## src/rtl/ram_bist_pkg.sv

```systemverilog
// ram_bist_pkg: shared types for the March-test BIST block.
//   bist_state_t : FSM states of the March sequence W0^, R0W1^, R1W0v, R0^
//   dir_t        : address march direction for the address generator
package ram_bist_pkg;

  typedef enum logic [3:0] {
    IDLE  = 4'd0,
    M0_W  = 4'd1,
    M1_R  = 4'd2,
    M1_W  = 4'd3,
    M2_R  = 4'd4,
    M2_W  = 4'd5,
    M3_R  = 4'd6,
    FLUSH = 4'd7,
    DONE  = 4'd8
  } bist_state_t;

  typedef enum logic {
    UP   = 1'b0,
    DOWN = 1'b1
  } dir_t;

endpackage

```

## src/rtl/ram_bist_addr_gen.sv

```systemverilog
// ram_bist_addr_gen: N-bit up/down address counter for the March test.
//   clk, rst_n : clock, async active-low reset (address resets to 0)
//   load_zero  : load address 0 (highest priority)
//   load_max   : load address D-1
//   step       : advance one address in direction dir
//   dir        : UP increments, DOWN decrements
//   addr       : current address
//   last       : combinational terminal flag (D-1 when UP, 0 when DOWN)
module ram_bist_addr_gen
  import ram_bist_pkg::*;
#(
  parameter int N = 4
) (
  input  logic         clk,
  input  logic         rst_n,
  input  logic         load_zero,
  input  logic         load_max,
  input  logic         step,
  input  dir_t         dir,
  output logic [N-1:0] addr,
  output logic         last
);

  localparam logic [N-1:0] ADDR_ZERO = {N{1'b0}};
  localparam logic [N-1:0] ADDR_MAX  = {N{1'b1}};
  localparam logic [N-1:0] ADDR_ONE  = {{(N-1){1'b0}}, 1'b1};

  logic [N-1:0] addr_r;

  // Address register: loads have priority over stepping; never wraps because
  // the FSM reloads at the terminal address instead of stepping past it.
  always_ff @(posedge clk or negedge rst_n) begin
    if (!rst_n) begin
      addr_r <= ADDR_ZERO;
    end else if (load_zero) begin
      addr_r <= ADDR_ZERO;
    end else if (load_max) begin
      addr_r <= ADDR_MAX;
    end else if (step) begin
      if (dir == UP) begin
        addr_r <= addr_r + ADDR_ONE;
      end else begin
        addr_r <= addr_r - ADDR_ONE;
      end
    end else begin
      addr_r <= addr_r;
    end
  end

  // Terminal-address detect for the current march direction.
  always_comb begin
    if (dir == UP) begin
      last = (addr_r == ADDR_MAX);
    end else begin
      last = (addr_r == ADDR_ZERO);
    end
  end

  assign addr = addr_r;

endmodule

```

## src/rtl/ram_bist.sv

```systemverilog
// ram_bist: March-test initiator for a single-port, read-first RAM with
// 1-cycle read latency. Sequence: W0 up, R0W1 up, R1W0 down, R0 up.
//   clk, rst_n  : clock, async active-low reset (aborts a running test)
//   start       : one-cycle request, sampled only in IDLE
//   busy        : high in every state except IDLE (6D+2 cycles per test)
//   done        : one-cycle pulse in the DONE state
//   pass        : result of the last completed test, cleared on accepted start
//   fail_addr   : address of the first miscompare
//   fail_data   : RAM data observed at the first miscompare
//   ram_wr, ram_addr, ram_din : RAM write side
//   ram_dout    : RAM read data
module ram_bist
  import ram_bist_pkg::*;
#(
  parameter int          N   = 4,
  parameter int          M   = 8,
  parameter logic [M-1:0] PAT = {M{1'b0}}
) (
  input  logic         clk,
  input  logic         rst_n,
  input  logic         start,
  output logic         busy,
  output logic         done,
  output logic         pass,
  output logic [N-1:0] fail_addr,
  output logic [M-1:0] fail_data,
  output logic         ram_wr,
  output logic [N-1:0] ram_addr,
  output logic [M-1:0] ram_din,
  input  logic [M-1:0] ram_dout
);

  bist_state_t  state_r;
  logic         busy_r;
  logic         done_r;
  logic         pass_r;
  logic         error_r;
  logic [N-1:0] fail_addr_r;
  logic [M-1:0] fail_data_r;
  logic         ram_wr_r;
  logic [M-1:0] ram_din_r;
  logic         check_valid_r;
  logic [N-1:0] check_addr_r;

  logic         load_zero_s;
  logic         load_max_s;
  logic         step_s;
  dir_t         dir_s;
  logic         last_s;
  logic [N-1:0] addr_s;
  logic         mis_s;
  logic [N-1:0] mis_addr_s;

  ram_bist_addr_gen #(.N(N)) u_addr_gen (
    .clk       (clk),
    .rst_n     (rst_n),
    .load_zero (load_zero_s),
    .load_max  (load_max_s),
    .step      (step_s),
    .dir       (dir_s),
    .addr      (addr_s),
    .last      (last_s)
  );

  // Address-generator control: R states hold the address so that each
  // read/write pair targets the same cell; terminal addresses reload.
  always_comb begin
    load_zero_s = 1'b0;
    load_max_s  = 1'b0;
    step_s      = 1'b0;
    dir_s       = UP;
    case (state_r)
      IDLE: begin
        if (start) begin
          load_zero_s = 1'b1;
        end else begin
          load_zero_s = 1'b0;
        end
      end
      M0_W: begin
        if (last_s) begin
          load_zero_s = 1'b1;
        end else begin
          step_s = 1'b1;
        end
      end
      M1_W: begin
        if (last_s) begin
          load_max_s = 1'b1;
        end else begin
          step_s = 1'b1;
        end
      end
      M2_R: begin
        dir_s = DOWN;
      end
      M2_W: begin
        dir_s = DOWN;
        if (last_s) begin
          load_zero_s = 1'b1;
        end else begin
          step_s = 1'b1;
        end
      end
      M3_R: begin
        if (last_s) begin
          step_s = 1'b0;
        end else begin
          step_s = 1'b1;
        end
      end
      default: begin
        step_s = 1'b0;
      end
    endcase
  end

  // Miscompare detect. M1/M2 compare in the W cycle (read data of the
  // preceding R cycle); M3 uses the registered check stage because reads
  // are issued back to back and the address has already moved on.
  always_comb begin
    mis_s      = 1'b0;
    mis_addr_s = ram_addr;
    if (check_valid_r) begin
      mis_s      = (ram_dout != PAT);
      mis_addr_s = check_addr_r;
    end else if (state_r == M1_W) begin
      mis_s = (ram_dout != PAT);
    end else if (state_r == M2_W) begin
      mis_s = (ram_dout != ~PAT);
    end else begin
      mis_s = 1'b0;
    end
  end

  // Main FSM with registered outputs, M3 compare pipeline and fail capture.
  always_ff @(posedge clk or negedge rst_n) begin
    if (!rst_n) begin
      state_r       <= IDLE;
      busy_r        <= 1'b0;
      done_r        <= 1'b0;
      pass_r        <= 1'b0;
      error_r       <= 1'b0;
      fail_addr_r   <= {N{1'b0}};
      fail_data_r   <= {M{1'b0}};
      ram_wr_r      <= 1'b0;
      ram_din_r     <= {M{1'b0}};
      check_valid_r <= 1'b0;
      check_addr_r  <= {N{1'b0}};
    end else begin
      done_r        <= 1'b0;
      check_valid_r <= (state_r == M3_R);
      check_addr_r  <= ram_addr;
      // First miscompare only; later ones leave the capture untouched.
      if (mis_s && !error_r) begin
        error_r     <= 1'b1;
        fail_addr_r <= mis_addr_s;
        fail_data_r <= ram_dout;
      end else begin
        error_r     <= error_r;
      end
      case (state_r)
        IDLE: begin
          if (start) begin
            state_r     <= M0_W;
            busy_r      <= 1'b1;
            ram_wr_r    <= 1'b1;
            ram_din_r   <= PAT;
            error_r     <= 1'b0;
            fail_addr_r <= {N{1'b0}};
            fail_data_r <= {M{1'b0}};
            pass_r      <= 1'b0;
          end else begin
            state_r <= IDLE;
          end
        end
        M0_W: begin
          if (last_s) begin
            state_r  <= M1_R;
            ram_wr_r <= 1'b0;
          end else begin
            state_r <= M0_W;
          end
        end
        M1_R: begin
          state_r   <= M1_W;
          ram_wr_r  <= 1'b1;
          ram_din_r <= ~PAT;
        end
        M1_W: begin
          ram_wr_r <= 1'b0;
          if (last_s) begin
            state_r <= M2_R;
          end else begin
            state_r <= M1_R;
          end
        end
        M2_R: begin
          state_r   <= M2_W;
          ram_wr_r  <= 1'b1;
          ram_din_r <= PAT;
        end
        M2_W: begin
          ram_wr_r <= 1'b0;
          if (last_s) begin
            state_r <= M3_R;
          end else begin
            state_r <= M2_R;
          end
        end
        M3_R: begin
          if (last_s) begin
            state_r <= FLUSH;
          end else begin
            state_r <= M3_R;
          end
        end
        FLUSH: begin
          state_r <= DONE;
          done_r  <= 1'b1;
        end
        DONE: begin
          state_r <= IDLE;
          busy_r  <= 1'b0;
          pass_r  <= ~error_r;
        end
        default: begin
          state_r  <= IDLE;
          busy_r   <= 1'b0;
          ram_wr_r <= 1'b0;
        end
      endcase
    end
  end

  assign busy      = busy_r;
  assign done      = done_r;
  assign pass      = pass_r;
  assign fail_addr = fail_addr_r;
  assign fail_data = fail_data_r;
  assign ram_wr    = ram_wr_r;
  assign ram_addr  = addr_s;
  assign ram_din   = ram_din_r;

endmodule

```

## config.mk

```make
export PLATFORM = sky130hd
export DESIGN_NAME = ram_bist
export DESIGN_NICKNAME = d
export VERILOG_FILES = /design/src/rtl/ram_bist_pkg.sv /design/src/rtl/ram_bist_addr_gen.sv /design/src/rtl/ram_bist.sv
export SDC_FILE = /design/constraint.sdc
export NUM_CORES = 1
export LEC_CHECK = 0
export CAP_MARGIN = 20
export CORE_MARGIN = 2
export CORE_UTILIZATION = 45
export DETAILED_ROUTE_END_ITERATION = 12
export PLACE_DENSITY = 0.8
export SYNTH_ARGS = -nofsm -noshare
export SYNTH_HDL_FRONTEND = slang
export SYNTH_SLANG_ARGS = --single-unit
```

## constraint.sdc

```tcl
create_clock -name clk -period 1.7 [get_ports clk]
set_input_delay 0.34 -clock clk [delete_from_list [all_inputs] [get_ports clk]]
set_output_delay 0.34 -clock clk [all_outputs]
set_load 0.01 [all_outputs]
```

==> key figures, run 1 <==
Finish
  • Register area: about 780 um2
  • Inserted Diodes: 0
  • Total Nets Final: 254
  • Final Util: 0.712
  • Footprint of the multi-input gates: about 900 um2
  • Layout cells sized above 1: 0.307
  • # fillers: between 200 and 250
  • P&R area growth vs syn: 53.2%

Route
  • Initial drt markers: 113
  • Final WL: 4300 um
  • Via count: about 1600
  • Vias/cell: approximately 5.4
  • Antenna Violating Nets Remaining: 0
  • Pre-Repair DR Iteration Count: 4
  • Wire length per cell: between 10 and 15 um
  • DRC: 0

Global route
  • First-pass GRT wire length: approximately 6700 um
  • Initial antenna violation count: 0
  • Vias in the first global route: approximately 1400
  • Final global-route overflow total: 0
  • Largest net degree at the start of global routing: 32
  • GRT Total Usage: 0.206

Worst setup path
  • Crit path required time: between 1.5 and 2 ns
  • RR Endpoint: u_addr_gen.addr[3]
  • Arr. time, crit path: around 1.9 ns
  • Slowest-stage cell, CP: dfrtp_2
  • Startpoint types: flop
  • Reg2reg path depth: 7
  • Critical setup path kind: reg2reg
  • Worst r2r src: state_r[3]
  • Reg2reg setup slack: -0.05 ns
  • Crit path max-delay family: compound AO/OA/AOI/OAI gates
  • Worst path bufs/invs: 1
  • CP max stage delay: 0.43 ns
  • Max Fanout on Critical Path: 4
  • Critical Path Sink Type: flop
  • Cell Chain, Critical Path: nor3b_4 > buf_6 > ha_4 > a21oi_2 > a21boi_1 > a211o_1 > mux2i_1

Yosys
  • Main area contributors after synthesis: dfrtp_1 (46%), mux2i_1 (9.4%), nand2_1 (6.8%)
  • Post-synthesis register bit count: 31
  • Sequential-to-total area share from yosys stat: 0.456
  • Post-synthesis area per instance: 9.78 um2
  • Area leader, netlist: dfrtp_1
  • Mapped Area: between 1500 and 2000 um2
  • Synth async-reset ratio: 1.00
  • Cells after Synth: 174
  • Yosys warns: 0
  • Post-synth cell types: 41
  • Ys flop type: dfrtp_1
  • Synth cell count leaders: dfrtp_1 (31), nand2_1 (31), mux2i_1 (16)
  • Syn_nets: 188
  • Number of synthesized flops with an enable pin: 0
  • Area fraction of the dominant cell type after synthesis: 0.456

Placement
  • Buffers on Ports: 38
  • Final GP Congestion: approximately 0.77
  • HPWL after DPL: around 2800 um

Die
  • Initial cell density of the core: 0.465
  • Die area: roughly 4300 um2
  • Die Span Y: ~65 um
  • Rows: 22
  • Die X: around 65 um
  • Placeable Area: 3660 um2
  • I/O Pins: 39

Pwr
  • Switching pwr: between 1.5 and 2 mW
  • Clock share of power: 0.160
  • Sequential share of power: 0.268
  • Worst IR Drop VDD: 0.835 mV
  • Internal power: 2.94 mW
  • Share of power burned in combinational logic: 0.571
  • Net Sw Frac: 0.361
  • Pleak: about 1.2 nW
  • Power Dens Cells: 1770 nW/um2

Job
  • Max Cap Viol: 0

Hold path
  • HP Class: in2reg
  • Hold Crit Endpoint: fail_data[3]
  • Hold path startpoint: ram_dout[3]
  • Hold Path Depth: 3

Clocking
  • CTS buffer count: 5
  • Htree depth: 2
  • CTS sink count: 31
  • Hold-fix buffers, CTS: 0
  • Skew-Pair Late Insertion Delay: approximately 0.28 ns
  • CTS root buffer: clkbuf_8
  • Clock transition at the registers of the reported paths: ~0.070 ns
  • CTS tree: yes
  • CTS max path bufs: 2

Status
  • Status: complete, but fails checks
  • Failing checks: negative setup slack

STA
  • Maximum clock rate: 571 MHz
  • Least-Margin Pin Slew: 0.385 ns
  • Skew final: slightly below 0.006 ns
  • RSZ-0062 raised after global routing: true
  • TNS Setup: -0.0503 ns
  • Pins over their slew limit: 0
  • Fin crit period: ~1.8 ns
  • Final Setup Violations: 1
  • Worst Setup Slack, final: -0.0503 ns
  • Final Hold Vio Count: 0
  • Fin crit share: 1.03
  • Slew HR: 0.743
==> cell families (layout without fill, tap and decap cells) <==
kind of cell / after synthesis / after routing / synth area share
adders and majority gates: 3 / 3 / 0.0265
and+or+nand+nor: 68 / 68 / 0.202
AOI/OAI and AO/OA: 30 / 30 / 0.116
xor gates and xnor gates: 1 / 1 / 0.00515
buffers and inverters: 20 / 87 / 0.0669
DFF: 31 / 31 / 0.456
muxes: 21 / 21 / 0.127
==> worst reg2reg max path, delay by kind of cell, from the launching register on <==
kind / cells / cell delay, ns
compound gates: 3 / 0.49
fa+ha+maj: 1 / 0.20
buf+inv: 1 / 0.15
flops: 1 / 0.43
mux: 1 / 0.18
simple gates: 1 / 0.22
==> state kept, by name, summed over array words and instances (netlist names) <==
signal / flops
state_r: 4
busy: 1
u_addr_gen.addr: 4
check_valid_r: 1
pass: 1
ram_wr: 1
done: 1
error_r: 1
check_addr_r: 4
fail_data: 8
fail_addr: 4
ram_din: 1
==> power groups by stage <==
stage / clock [mW] / combinational, mW / sequential [mW]
floorplan: 0 / 1.20 / 1.35
global placement: 0 / 2.26 / 1.21
detailed placement: 0 / 2.32 / 1.23
CTS: 0.747 / 2.40 / 1.21
global route: 0.796 / 2.85 / 1.27
finish: 0.739 / 2.63 / 1.24
==> layer usage <==
layer,up-vias,track usage,share of wire
met3,4,0.0479,0.045
met5,-,0,0
li1,740,-,-
met2,53,0.342,0.51
met4,0,0.0625,0.0093
met1,759,0.269,0.43
==> cell usage in the layout (no fill, tap or decap), types with 2 or more instances in the layout <==
| cell | Yosys | final |
|---|---|---|
| a21o_1 | 2 | 2 |
| a21oi_1 | 6 | 5 |
| and4bb_2 | 2 | 2 |
| buf_4 | 7 | 31 |
| buf_6 | 1 | 4 |
| clkbuf_8 | 0 | 6 |
| clkdlybuf4s50_1 | 0 | 28 |
| dfrtp_1 | 31 | 26 |
| dfrtp_2 | 0 | 5 |
| dlygate4sd2_1 | 0 | 4 |
| dlymetal6s2s_1 | 0 | 6 |
| ha_4 | 0 | 2 |
| inv_1 | 4 | 4 |
| mux2_2 | 5 | 4 |
| mux2i_1 | 16 | 15 |
| nand2_1 | 31 | 31 |
| nand3_1 | 4 | 3 |
| nand4_1 | 4 | 4 |
| nor2_1 | 10 | 9 |
| nor3_1 | 5 | 5 |
| o211ai_1 | 3 | 3 |
| o21ai_0 | 10 | 9 |
| or4_4 | 1 | 3 |
==> through the flow <==
stage | instances | total power, mW | area [um2] | setup slack, ns | hold slack [ns]
final | 289 | 4.60 | 2610 | -0.0503 | 0.366
after CTS | 283 | 4.36 | 2450 | -0.0526 | 0.437
after floorplan | 174 | 2.55 | 1730 | -0.0604 | 0.0444
after detailed placement | 274 | 3.55 | 2300 | -0.365 | 0.498
after global placement | 274 | 3.47 | 2300 | -0.330 | 0.488
after global routing | 289 | 4.92 | 2610 | -0.132 | 0.369
==> worst max-delay path by stage <==
stage | to | slack, ns | startpoint | cells past startpoint
4_1_cts | u_addr_gen.addr[3] | -0.05 | state_r[3] | 6
3_5_place_dp | fail_data[6] | -0.37 | ram_dout[4] | 6
6_report | u_addr_gen.addr[3] | -0.05 | state_r[3] | 7
5_1_grt | u_addr_gen.addr[3] | -0.13 | state_r[3] | 7
2_1_floorplan | u_addr_gen.addr[3] | -0.06 | state_r[3] | 7
3_3_place_gp | fail_data[4] | -0.33 | ram_dout[4] | 6
==> layout make-up <==
cell class | instances | area share
Clock inverter | 2 | 0.0134
Timing Repair Buffer | 75 | 0.274
Clock buffer | 6 | 0.0317
Sequential cell | 31 | 0.300
Multi-Input combinational cell | 123 | 0.352
Inverter | 4 | 0.00576
Tap cell | 48 | 0.0230
==> timing repair <==
item / CTS / global route
setup buffers: 1 / 6
gates resized for setup: 9 / 28
pin swaps: 5 / 6
endpoints found under the setup margin: 17 / 27
cloned: 0 / 1
Note: power is estimated with default switching activity, not from simulation.
==> inputs of run 2 (changes only) <==
Settings changed: CTS_CLUSTER_DIAMETER set to 60.
==> results of run 2 <==
Same layout as run 1: the final DEF is identical, and so are final timing and power.
==> inputs of run 3 (changes only) <==
Settings changed: CTS_CLUSTER_SIZE set to 16.
==> results of run 3 <==
Same layout as run 1: the final DEF is identical, and so are final timing and power.
